===== src/rtl/pipe_pkg.sv =====
// Shared definitions for the instruction-fetch stage: next-PC source codes,
// the bubble instruction word and the fetch FSM state encoding.
package pipe_pkg;

    // Next-PC source codes driven by the decode control unit.
    localparam logic [1:0] PCS_SEQ = 2'b00;  // pc + 4
    localparam logic [1:0] PCS_BR  = 2'b01;  // conditional branch target
    localparam logic [1:0] PCS_JR  = 2'b10;  // register-indirect jump
    localparam logic [1:0] PCS_J   = 2'b11;  // absolute jump / jal

    // sll $0,$0,0 -- the architectural no-op injected as a pipeline bubble.
    localparam logic [31:0] NOP_INST = 32'h0000_0000;

    // Fetch FSM states.
    typedef enum logic [1:0] {
        FS_IDLE  = 2'b00,  // no request outstanding (after reset)
        FS_FETCH = 2'b01,  // request outstanding at imem_addr = pc
        FS_HOLD  = 2'b10   // word fetched, parked in hold_buf until decode accepts
    } fetch_state_e;

    // Sequential successor of a PC; wraps modulo 2^32.
    function automatic logic [31:0] pc_inc(input logic [31:0] pc_val);
        return pc_val + 32'd4;
    endfunction

endpackage


===== src/rtl/pipe_fetch_unit_if.sv =====
// Instruction-memory request/acknowledge bus between the fetch stage
// (master) and the instruction memory (slave).
interface pipe_fetch_unit_if;

    logic        imem_req;
    logic [31:0] imem_addr;
    logic        imem_ack;
    logic [31:0] imem_rdata;

    modport master (
        output imem_req,
        output imem_addr,
        input  imem_ack,
        input  imem_rdata
    );

    modport slave (
        input  imem_req,
        input  imem_addr,
        output imem_ack,
        output imem_rdata
    );

endinterface


===== src/rtl/pipe_npc_sel.sv =====
// Next-PC selection: pc+4 adder, decode-target mux and pending-redirect
// fallback. Purely combinational.
module pipe_npc_sel
    import pipe_pkg::*;
(
    input  logic [31:0] pc,
    input  logic [1:0]  pcsource,
    input  logic [31:0] bpc,
    input  logic [31:0] rpc,
    input  logic [31:0] jpc,
    input  logic        redirect_pending,
    input  logic [31:0] redirect_pc,
    output logic [31:0] pc4,
    output logic [31:0] target,
    output logic [31:0] npc
);

    // Choose the decode-requested target, then apply live/pending/sequential priority.
    always_comb begin
        pc4    = pc_inc(pc);
        target = pc4;
        npc    = pc4;
        case (pcsource)
            PCS_BR:  target = bpc;
            PCS_JR:  target = rpc;
            PCS_J:   target = jpc;
            default: target = pc4;
        endcase
        // A live request from decode always wins; decode holds a bubble while a
        // captured redirect is pending, so the two never compete in practice.
        if (pcsource != PCS_SEQ) begin
            npc = target;
        end else if (redirect_pending) begin
            npc = redirect_pc;
        end else begin
            npc = pc4;
        end
    end

endmodule


===== src/rtl/pipe_fetch_unit.sv =====
// Instruction-fetch stage and IF/ID pipeline register. Owns the PC, drives
// the instruction-memory handshake and delivers dpc4/dinst to decode while
// honouring decode stalls, memory wait states and the branch delay slot.
module pipe_fetch_unit
    import pipe_pkg::*;
#(
    parameter logic [31:0] RESET_PC = 32'h0000_0000,
    parameter logic [31:0] NOP_INST = pipe_pkg::NOP_INST
) (
    input  logic               clock,
    input  logic               reset,
    input  logic               nostall,
    input  logic [1:0]         pcsource,
    input  logic [31:0]        bpc,
    input  logic [31:0]        rpc,
    input  logic [31:0]        jpc,
    pipe_fetch_unit_if.master  imem,
    output logic [31:0]        pc,
    output logic [31:0]        dpc4,
    output logic [31:0]        dinst
);

    fetch_state_e state_r;
    logic         req_r;
    logic [31:0]  pc_r;
    logic [31:0]  dpc4_r;
    logic [31:0]  dinst_r;
    logic [31:0]  hold_buf_r;
    logic         redirect_pending_r;
    logic [31:0]  redirect_pc_r;

    logic         word_avail_s;
    logic [31:0]  word_s;
    logic         fire_s;
    logic         branch_s;
    logic [31:0]  pc4_s;
    logic [31:0]  target_s;
    logic [31:0]  npc_s;

    pipe_npc_sel u_npc_sel (
        .pc               (pc_r),
        .pcsource         (pcsource),
        .bpc              (bpc),
        .rpc              (rpc),
        .jpc              (jpc),
        .redirect_pending (redirect_pending_r),
        .redirect_pc      (redirect_pc_r),
        .pc4              (pc4_s),
        .target           (target_s),
        .npc              (npc_s)
    );

    // Word availability and the IF/ID advance condition; ack is only meaningful in FETCH.
    always_comb begin
        word_avail_s = ((state_r == FS_FETCH) && imem.imem_ack) || (state_r == FS_HOLD);
        if (state_r == FS_HOLD) begin
            word_s = hold_buf_r;
        end else begin
            word_s = imem.imem_rdata;
        end
        fire_s   = word_avail_s && nostall;
        branch_s = (pcsource != PCS_SEQ);
    end

    // Fetch FSM with registered request; parks a word in hold_buf when decode stalls on ack.
    always_ff @(posedge clock or posedge reset) begin
        if (reset) begin
            state_r    <= FS_IDLE;
            req_r      <= 1'b0;
            hold_buf_r <= 32'h0000_0000;
        end else begin
            case (state_r)
                FS_IDLE: begin
                    state_r <= FS_FETCH;
                    req_r   <= 1'b1;
                end
                FS_FETCH: begin
                    if (imem.imem_ack && !nostall) begin
                        hold_buf_r <= imem.imem_rdata;
                        state_r    <= FS_HOLD;
                        req_r      <= 1'b0;
                    end else begin
                        state_r <= FS_FETCH;
                        req_r   <= 1'b1;
                    end
                end
                FS_HOLD: begin
                    if (nostall) begin
                        state_r <= FS_FETCH;
                        req_r   <= 1'b1;
                    end else begin
                        state_r <= FS_HOLD;
                        req_r   <= 1'b0;
                    end
                end
                default: begin
                    state_r <= FS_IDLE;
                    req_r   <= 1'b0;
                end
            endcase
        end
    end

    // PC and IF/ID register: advance on fire, insert a bubble on a memory wait, hold on stall.
    always_ff @(posedge clock or posedge reset) begin
        if (reset) begin
            pc_r    <= RESET_PC;
            dpc4_r  <= 32'h0000_0000;
            dinst_r <= NOP_INST;
        end else if (fire_s) begin
            pc_r    <= npc_s;
            dpc4_r  <= pc4_s;
            dinst_r <= word_s;
        end else if (nostall) begin
            dinst_r <= NOP_INST;
        end else begin
            pc_r    <= pc_r;
            dpc4_r  <= dpc4_r;
            dinst_r <= dinst_r;
        end
    end

    // Remember a branch that leaves decode while its delay slot is still being fetched.
    always_ff @(posedge clock or posedge reset) begin
        if (reset) begin
            redirect_pending_r <= 1'b0;
            redirect_pc_r      <= 32'h0000_0000;
        end else if (fire_s) begin
            redirect_pending_r <= 1'b0;
        end else if (nostall && branch_s) begin
            redirect_pending_r <= 1'b1;
            redirect_pc_r      <= target_s;
        end else begin
            redirect_pending_r <= redirect_pending_r;
        end
    end

    assign imem.imem_req  = req_r;
    assign imem.imem_addr = pc_r;
    assign pc             = pc_r;
    assign dpc4           = dpc4_r;
    assign dinst          = dinst_r;

endmodule


===== src/flat_wrapper.sv =====
// flat-port wrapper written by rule: the top's interface ports become plain ports
module pipe_fetch_unit_flat import pipe_pkg::*;
#(
    parameter logic [31:0] RESET_PC = 32'h0000_0000,
    parameter logic [31:0] NOP_INST = pipe_pkg::NOP_INST
)
  (clock, reset, nostall, pcsource, bpc, rpc, jpc, pc, dpc4, dinst, imem_imem_req, imem_imem_addr, imem_imem_ack, imem_imem_rdata);
  pipe_fetch_unit_if imem_i ();
  input  logic clock;
  input  logic reset;
  input  logic nostall;
  input  logic [1:0] pcsource;
  input  logic [31:0] bpc;
  input  logic [31:0] rpc;
  input  logic [31:0] jpc;
  output logic [31:0] pc;
  output logic [31:0] dpc4;
  output logic [31:0] dinst;
  output wire logic [$bits(imem_i.imem_req)-1:0] imem_imem_req;
  output wire logic [$bits(imem_i.imem_addr)-1:0] imem_imem_addr;
  input wire logic [$bits(imem_i.imem_ack)-1:0] imem_imem_ack;
  input wire logic [$bits(imem_i.imem_rdata)-1:0] imem_imem_rdata;
  assign imem_imem_req = imem_i.imem_req;
  assign imem_imem_addr = imem_i.imem_addr;
  assign imem_i.imem_ack = imem_imem_ack;
  assign imem_i.imem_rdata = imem_imem_rdata;
  pipe_fetch_unit #(.RESET_PC(RESET_PC), .NOP_INST(NOP_INST)) u_core (.clock(clock), .reset(reset), .nostall(nostall), .pcsource(pcsource), .bpc(bpc), .rpc(rpc), .jpc(jpc), .imem(imem_i), .pc(pc), .dpc4(dpc4), .dinst(dinst));
endmodule

===== config.mk =====
export PLATFORM = sky130hd
export DESIGN_NAME = pipe_fetch_unit_flat
export DESIGN_NICKNAME = d
export VERILOG_FILES = /design/src/rtl/pipe_pkg.sv /design/src/rtl/pipe_fetch_unit_if.sv /design/src/rtl/pipe_npc_sel.sv /design/src/rtl/pipe_fetch_unit.sv /design/src/flat_wrapper.sv
export SDC_FILE = /design/constraint.sdc
export NUM_CORES = 1
export LEC_CHECK = 0
export CORE_MARGIN = 2
export CORE_UTILIZATION = 45
export DETAILED_ROUTE_END_ITERATION = 8
export GPL_ROUTABILITY_DRIVEN = 0
export PLACE_DENSITY = 0.76
export SLEW_MARGIN = 20
export SYNTH_ARGS = -nofsm -noshare
export SYNTH_HDL_FRONTEND = slang
export SYNTH_HIERARCHICAL = 1
export SYNTH_SLANG_ARGS = --single-unit
export TNS_END_PERCENT = 50

===== constraint.sdc =====
create_clock -name clock -period 10.69 [get_ports clock]
set_input_delay 2.138 -clock clock [delete_from_list [all_inputs] [get_ports clock]]
set_output_delay 2.138 -clock clock [all_outputs]
set_load 0.02 [all_outputs]

==> qor.csv, run 1 <==
stage,metric,value,unit
setup_path,largest fanout on the critical path,36,
routing,DRT Wirelength,24400,um
floorplan,IO Pins,263,
clocking,Root Buffer,clkbuf_16,
cells_and_area,layout cells sized above 1,25.6,%
timing,Final min period,4880,ps
global_route,first-pass GRT wire length,38700,um
timing,period utilization,45.6,%
logic_synthesis,synth unique cells,61,
logic_synthesis,Synth Net Count,904,
run_status,run status,completed,
routing,"antenna viol nets, final",0,
routing,Iteration-0 DRC Markers,413,
logic_synthesis,post-synthesis sequential area ratio,44.6,%
hold_path,WHS Endpoint,u_core/redirect_pc_r[0]$_DFFE_PP0P_,
power,static leakage,5.12,nW
setup_path,Setup crit start kind,input port,
global_route,GRT overflow,0,
timing,worst-margin pin slew,1060,ps
timing,Setup TNS Final,0,ps
timing,count of final hold-check violations,0,
clocking,post_cts resized,0,
floorplan,Die Wd,147,um
clocking,CTS tree,done,
clocking,Max H-tree Level,4,
timing,Max Freq,205,MHz
floorplan,full die area,21500,sq um
hold_path,Hold Path Origin,u_core/redirect_pc_r[0]$_DFFE_PP0P_,
logic_synthesis,Synth Area per Inst,11.9,sq um
routing,Avg WL per Cell,19.4,um
global_route,Tot GR Track Use,22.7,%
logic_synthesis,Synth top area share,44.6,%
clocking,worst-skew pair later-pin latency,430,ps
routing,DRC,0,
timing,unrepaired setup endpoints after global routing,false,
timing,Final Max Tran Viols,0,
placed_design,port bufs,262,
setup_path,capturing point of the worst reg2reg path,u_core/imem.imem_addr[25]$_DFFE_PP0P_,
global_route,largest net degree at the start of global routing,97,
routing,Highest Signal Layer,met4,
clocking,Post-CTS Hold Fix Bufs,0,
logic_synthesis,register bit count reported by yosys,163,
placed_design,Post-DP HPWL,16600,um
setup_path,CP required,11000,ps
logic_synthesis,Synth Instances,769,
clocking,clk sinks,163,
setup_path,Setup crit end kind,register,
routing,Post-Route M1 WL,9970,um
logic_synthesis,"EDFF count, synth",0,
floorplan,Starting Density,45.5,%
logic_synthesis,"count leader, synth",dfrtp_1,
placed_design,post-placement cell count,1226,
logic_synthesis,Mapped Area,9150,sq um
power,power per cell area,239,nW/um^2
global_route,initial antenna violation count,1,
flow_run,max cap viols,0,
clocking,cts bufs inserted,17,
logic_synthesis,commonest cells in the netlist,"163 x dfrtp_1, 116 x mux2_2, 80 x nor2_1, 40 x mux2_4, 36 x buf_4",
logic_synthesis,Synth area leader,dfrtp_1,
setup_path,worst path arrival time,5190,ps
setup_path,reg2reg setup slack,8070,ps
floorplan,core area,20100,sq um
clocking,Post-CTS Setup Inserts,0,
routing,via count,7014,
routing,DR WL met2,12100,um
power,worst vdd ir,0.117,mV
clocking,clock transition at the registers of the reported paths,70,ps
cells_and_area,Layout Cells excl Fill,1259,
floorplan,Placement Rows,52,
hold_path,hold path depth,1,
routing,WL met3,1970,um
floorplan,die height,147,um
cells_and_area,nets,1110,
timing,clk_skew,8.84,ps
setup_path,CP Class,input port to register,
cells_and_area,fillers,1609,
setup_path,Crit Reg-Reg Startpoint,u_core/imem.imem_addr[4]$_DFFE_PP0P_,
global_route,vias in the first global route,7000,
setup_path,Reg2Reg Depth,6,
routing,drt pass-1 iters,5,
routing,vias per inst,5.57,
logic_synthesis,synth top area cells,"dfrtp_1 45%, mux2_2 14%, mux2_4 6.6%",
logic_synthesis,Synth Flop Type,dfrtp_1,
timing,final setup vio count,0,
logic_synthesis,Synth warnings,6,
clocking,clock buffer depth,2,
timing,slew margin rel.,29.4,%
cells_and_area,Syn-to-layout area delta,33.1,%
logic_synthesis,ys async rst share,100,%
hold_path,HP Class,register to register,
[power by group]
part | internal, W | switching [W] | leakage, nW
logic | 0.000683 | 0.000584 | 2.89
registers | 0.000834 | 0.000230 | 1.96
clock network | 0.000303 | 0.000271 | 0.267
[layout make-up]
type	instances	area (sq um)	area share (%)
clock buffers	17	425	3.49
diodes	1	2.50	0.0206
flip-flops and latches	163	4080	33.5
well taps	270	338	2.77
inverters	16	65.1	0.534
multi-input cells	504	4450	36.5
clock inverters	15	124	1.02
repair buffers	273	2700	22.1
[flip-flops by register name, summed over array words and instances, names as in the netlist]
register,flops
u_core/state_r,2
u_core/imem.imem_addr,32
u_core/redirect_pc_r,32
u_core/dinst,32
u_core/hold_buf_r,32
u_core/dpc4,32
u_core/redirect_pending_r,1
[worst max-delay path by stage]
stage | from | to | slack (ps) | cells past startpoint
finish | nostall | u_core/hold_buf_r[11]$_DFFE_PP0P_ | 5810 | 5
global route | nostall | u_core/hold_buf_r[11]$_DFFE_PP0P_ | 5660 | 5
CTS | nostall | u_core/hold_buf_r[3]$_DFFE_PP0P_ | 5830 | 5
detailed placement | nostall | u_core/hold_buf_r[6]$_DFFE_PP0P_ | 5370 | 5
global placement | nostall | u_core/hold_buf_r[0]$_DFFE_PP0P_ | 5410 | 5
floorplan | reset | u_core/dinst[0]$_DFFE_PP0P_ | 4150 | 1
[critical path, cell delays in order]
cell and delay, ps:
clkdlybuf4s50_1 460, buf_4 390, clkinv_1 880, and2_2 860
mux2_4 430
[through the flow]
step / setup WS [ps] / utilization [%] / area [sq um] / hold WS, ps / power, W
finish: 5810 / 60.6 / 12200 / 486 / 0.00290
global route: 5660 / 60.6 / 12200 / 508 / 0.00305
CTS: 5830 / 60.6 / 12200 / 489 / 0.00293
detailed placement: 5370 / 57.8 / 11600 / 473 / 0.00235
global placement: 5410 / 57.8 / 11600 / 467 / 0.00231
floorplan: 4150 / - / 9150 / 452 / 0.00184
[cell families after synthesis]
logic type,share of synthesized area (%)
and+or+nand+nor,10.7
buffers and inverters,6.96
AOI/OAI and AO/OA,9.29
xor gates and xnor gates,2.89
DFF,44.6
muxes,25.4
adders and majority gates,0.137
[routing by layer]
metal | global-route usage, % | up-vias
met5 | 0 | -
met4 | 5.92 | 0
met3 | 6.16 | 25
met2 | 38.8 | 283
met1 | 28.8 | 3523
li1 | - | 3183
[cell usage in the layout, fill, tap and decap left out, drive strengths merged, types with 2 or more instances in the layout]
cell | synthesis | final
a21bo | 5 | 5
a21o | 6 | 6
a221o | 5 | 5
a221oi | 33 | 33
a22o | 5 | 5
a22oi | 20 | 20
and3 | 12 | 12
and4 | 3 | 3
buf | 63 | 13
clkbuf | 23 | 17
clkdlybuf4s50 | 0 | 260
clkinv | 1 | 8
clkinvlp | 0 | 2
dfrtp | 163 | 163
inv | 15 | 21
mux2 | 158 | 158
mux2i | 8 | 8
mux4 | 14 | 14
nand2 | 27 | 27
nand2b | 2 | 2
nand3 | 29 | 29
nand4 | 8 | 8
nor2 | 80 | 80
nor2b | 2 | 2
nor3 | 8 | 8
nor4 | 8 | 8
o211ai | 5 | 5
o21ai | 27 | 27
or2 | 4 | 4
xnor2 | 14 | 14
xor2 | 11 | 11
(Power assumes the default switching activity.)
==> inputs of run 2 (changes only) <==
CORE_UTILIZATION = 44   (was 45)
PLACE_DENSITY = 0.78   (was 0.76)
clock period = 4.1 ns   (was 10.69 ns; I/O delays follow)
==> run 2 against run 1 <==
Design area rose by 1.4%. Non-clock buffer count rose by 3. Total power rose to 2.7 times the previous value. Count of clock-buffer cells in the layout did not move. Critical path type is now register to register. Critical endpoint is now u_core/imem.imem_addr[25]$_DFFE_PP0P_.
==> qor.csv, run 2 (same netlist as run 1, synthesis figures left out) <==
stage,metric,value,unit,change
cells_and_area,layout cells sized above 1,25.8,%,+0.23 points
power,static leakage,5.19,nW,+1.5%
setup_path,worst path arrival time,2970,ps,-2220 ps
clocking,Max H-tree Level,4,,unchanged
setup_path,largest fanout on the critical path,10,,-72%
timing,Final Max Tran Viols,0,,unchanged
global_route,vias in the first global route,7198,,+2.8%
cells_and_area,Multi-input gate area,4450,sq um,+0.11%
cells_and_area,Syn-to-layout area delta,35.0,%,
power,power per cell area,642,nW/um^2,+170%
clocking,cts bufs inserted,17,,unchanged
timing,unrepaired setup endpoints after global routing,false,,
setup_path,CP required,4410,ps,-6590 ps
global_route,largest net degree at the start of global routing,164,,+69%
routing,Avg WL per Cell,20.0,um,+3.0%
cells_and_area,nets,1113,,+0.27%
timing,Final min period,2670,ps,
timing,worst-margin pin slew,890,ps,-169 ps
floorplan,Placement Rows,52,,unchanged
timing,count of final hold-check violations,0,,unchanged
routing,"antenna viol nets, final",0,,unchanged
cells_and_area,"commonest cells after routing, fill and taps aside","260 x clkdlybuf4s50_1, 163 x dfrtp_1, 116 x mux2_2",,
cells_and_area,fillers,1658,,+3.0%
floorplan,full die area,22000,sq um,+2.2%
clocking,post_cts resized,0,,unchanged
timing,slew margin rel.,40.7,%,+11 points
global_route,initial antenna violation count,2,,+1
placed_design,post-placement cell count,1229,,+0.24%
cells_and_area,Seq. cell area,4080,sq um,unchanged
routing,drt pass-1 iters,5,,unchanged
hold_path,HP Class,register to register,,
setup_path,Setup crit end kind,register,,
routing,vias per inst,5.55,,-0.32%
clocking,Post-CTS Setup Inserts,0,,unchanged
global_route,Tot GR Track Use,22.9,%,+0.19 points
floorplan,core area,20300,sq um,+0.97%
timing,period utilization,65.0,%,
setup_path,Setup crit start kind,register,,
global_route,GRT overflow,0,,unchanged
timing,final hold slack,491,ps,+4.32 ps
timing,clk_skew,9.14,ps,+0.301 ps
floorplan,IO Pins,263,,unchanged
run_status,run status,completed,,
floorplan,Die Wd,148,um,+1.1%
global_route,first-pass GRT wire length,39400,um,+1.7%
flow_run,max cap viols,0,,unchanged
setup_path,CP Class,register to register,,
clocking,worst-skew pair later-pin latency,420,ps,about the same
placed_design,Post-DP HPWL,17200,um,+3.6%
cells_and_area,"most common cell after layout, fill and taps aside",clkdlybuf4s50_1,,
routing,via count,7014,,unchanged
cells_and_area,Layout Cells excl Fill,1263,,+0.32%
clocking,clk sinks,163,,unchanged
floorplan,die height,148,um,+1.1%
floorplan,Starting Density,45.1,%,-0.44 points
clocking,clock transition at the registers of the reported paths,70,ps,about the same
timing,final setup vio count,0,,unchanged
clocking,CTS tree,done,,
routing,DRC,0,,unchanged
routing,DRT Wirelength,25200,um,+3.3%
timing,Max Freq,375,MHz,
clocking,Post-CTS Hold Fix Bufs,0,,unchanged
power,worst vdd ir,0.319,mV,+170%
clocking,Root Buffer,clkbuf_16,,
placed_design,port bufs,262,,unchanged
routing,Iteration-0 DRC Markers,405,,-1.9%
timing,Setup TNS Final,0,ps,unchanged
clocking,clock buffer depth,2,,unchanged
[run 2: layer usage]
layer,share of wire (%),vias to the layer above,GRT usage (%)
met5,0,-,0
met4,1.3,0,5.67
met3,9.1,15,7.52
met2,49,280,38.3
met1,40,3532,29.0
li1,-,3187,-
[run 2: final timing paths]
path                                                       from                               endpoint  slack (ps)  cells past startpoint
max                        u_core/imem.imem_addr[4]$_DFFE_PP0P_  u_core/imem.imem_addr[25]$_DFFE_PP0P_        1430                      6
min                        u_core/redirect_pc_r[31]$_DFFE_PP0P_   u_core/redirect_pc_r[31]$_DFFE_PP0P_         490                      1
max reg2reg                u_core/imem.imem_addr[4]$_DFFE_PP0P_  u_core/imem.imem_addr[25]$_DFFE_PP0P_        1430                      6
min reg2reg                u_core/redirect_pc_r[31]$_DFFE_PP0P_   u_core/redirect_pc_r[31]$_DFFE_PP0P_         490                      1
max in group asynchronous                                 reset    u_core/redirect_pc_r[9]$_DFFE_PP0P_        2440                      3
min in group asynchronous                                 reset             u_core/dpc4[1]$_DFFE_PP0P_         990                      3
[run 2: final cells by class]
| cell class | instances | area share (%) |
|---|---|---|
| Sequential cell | 163 | 33.0 |
| Inverter | 16 | 0.517 |
| Clock buffer | 17 | 3.45 |
| Antenna cell | 2 | 0.0405 |
| Tap cell | 270 | 2.74 |
| Multi-Input combinational cell | 504 | 36.1 |
| Timing Repair Buffer | 276 | 22.2 |
| Clock inverter | 15 | 1.96 |
[run 2: worst max-delay path, stage by stage, from the launching register on]
cell	delay [ps]
dfrtp_1	600
nand3_2	240
nor4_4	620
nand4_1	290
xnor2_2	220
a221o_1	320
mux2_2	250
[run 2: through the flow]
stage | utilization (%) | cell area, sq um | setup WS (ps) | total power, W
after floorplan | - | 9150 | 1210 | 0.00480
after global placement | 57.5 | 11700 | 1150 | 0.00607
after detailed placement | 57.5 | 11700 | 1080 | 0.00614
after CTS | 60.8 | 12300 | 1490 | 0.00799
after global routing | 60.8 | 12300 | 1390 | 0.00832
final | 60.8 | 12300 | 1430 | 0.00793
[run 2: power breakdown]
group	internal (W)	switching [W]
Combinational	0.00179	0.00154
Sequential	0.00217	0.000618
Clock	0.00110	0.000711
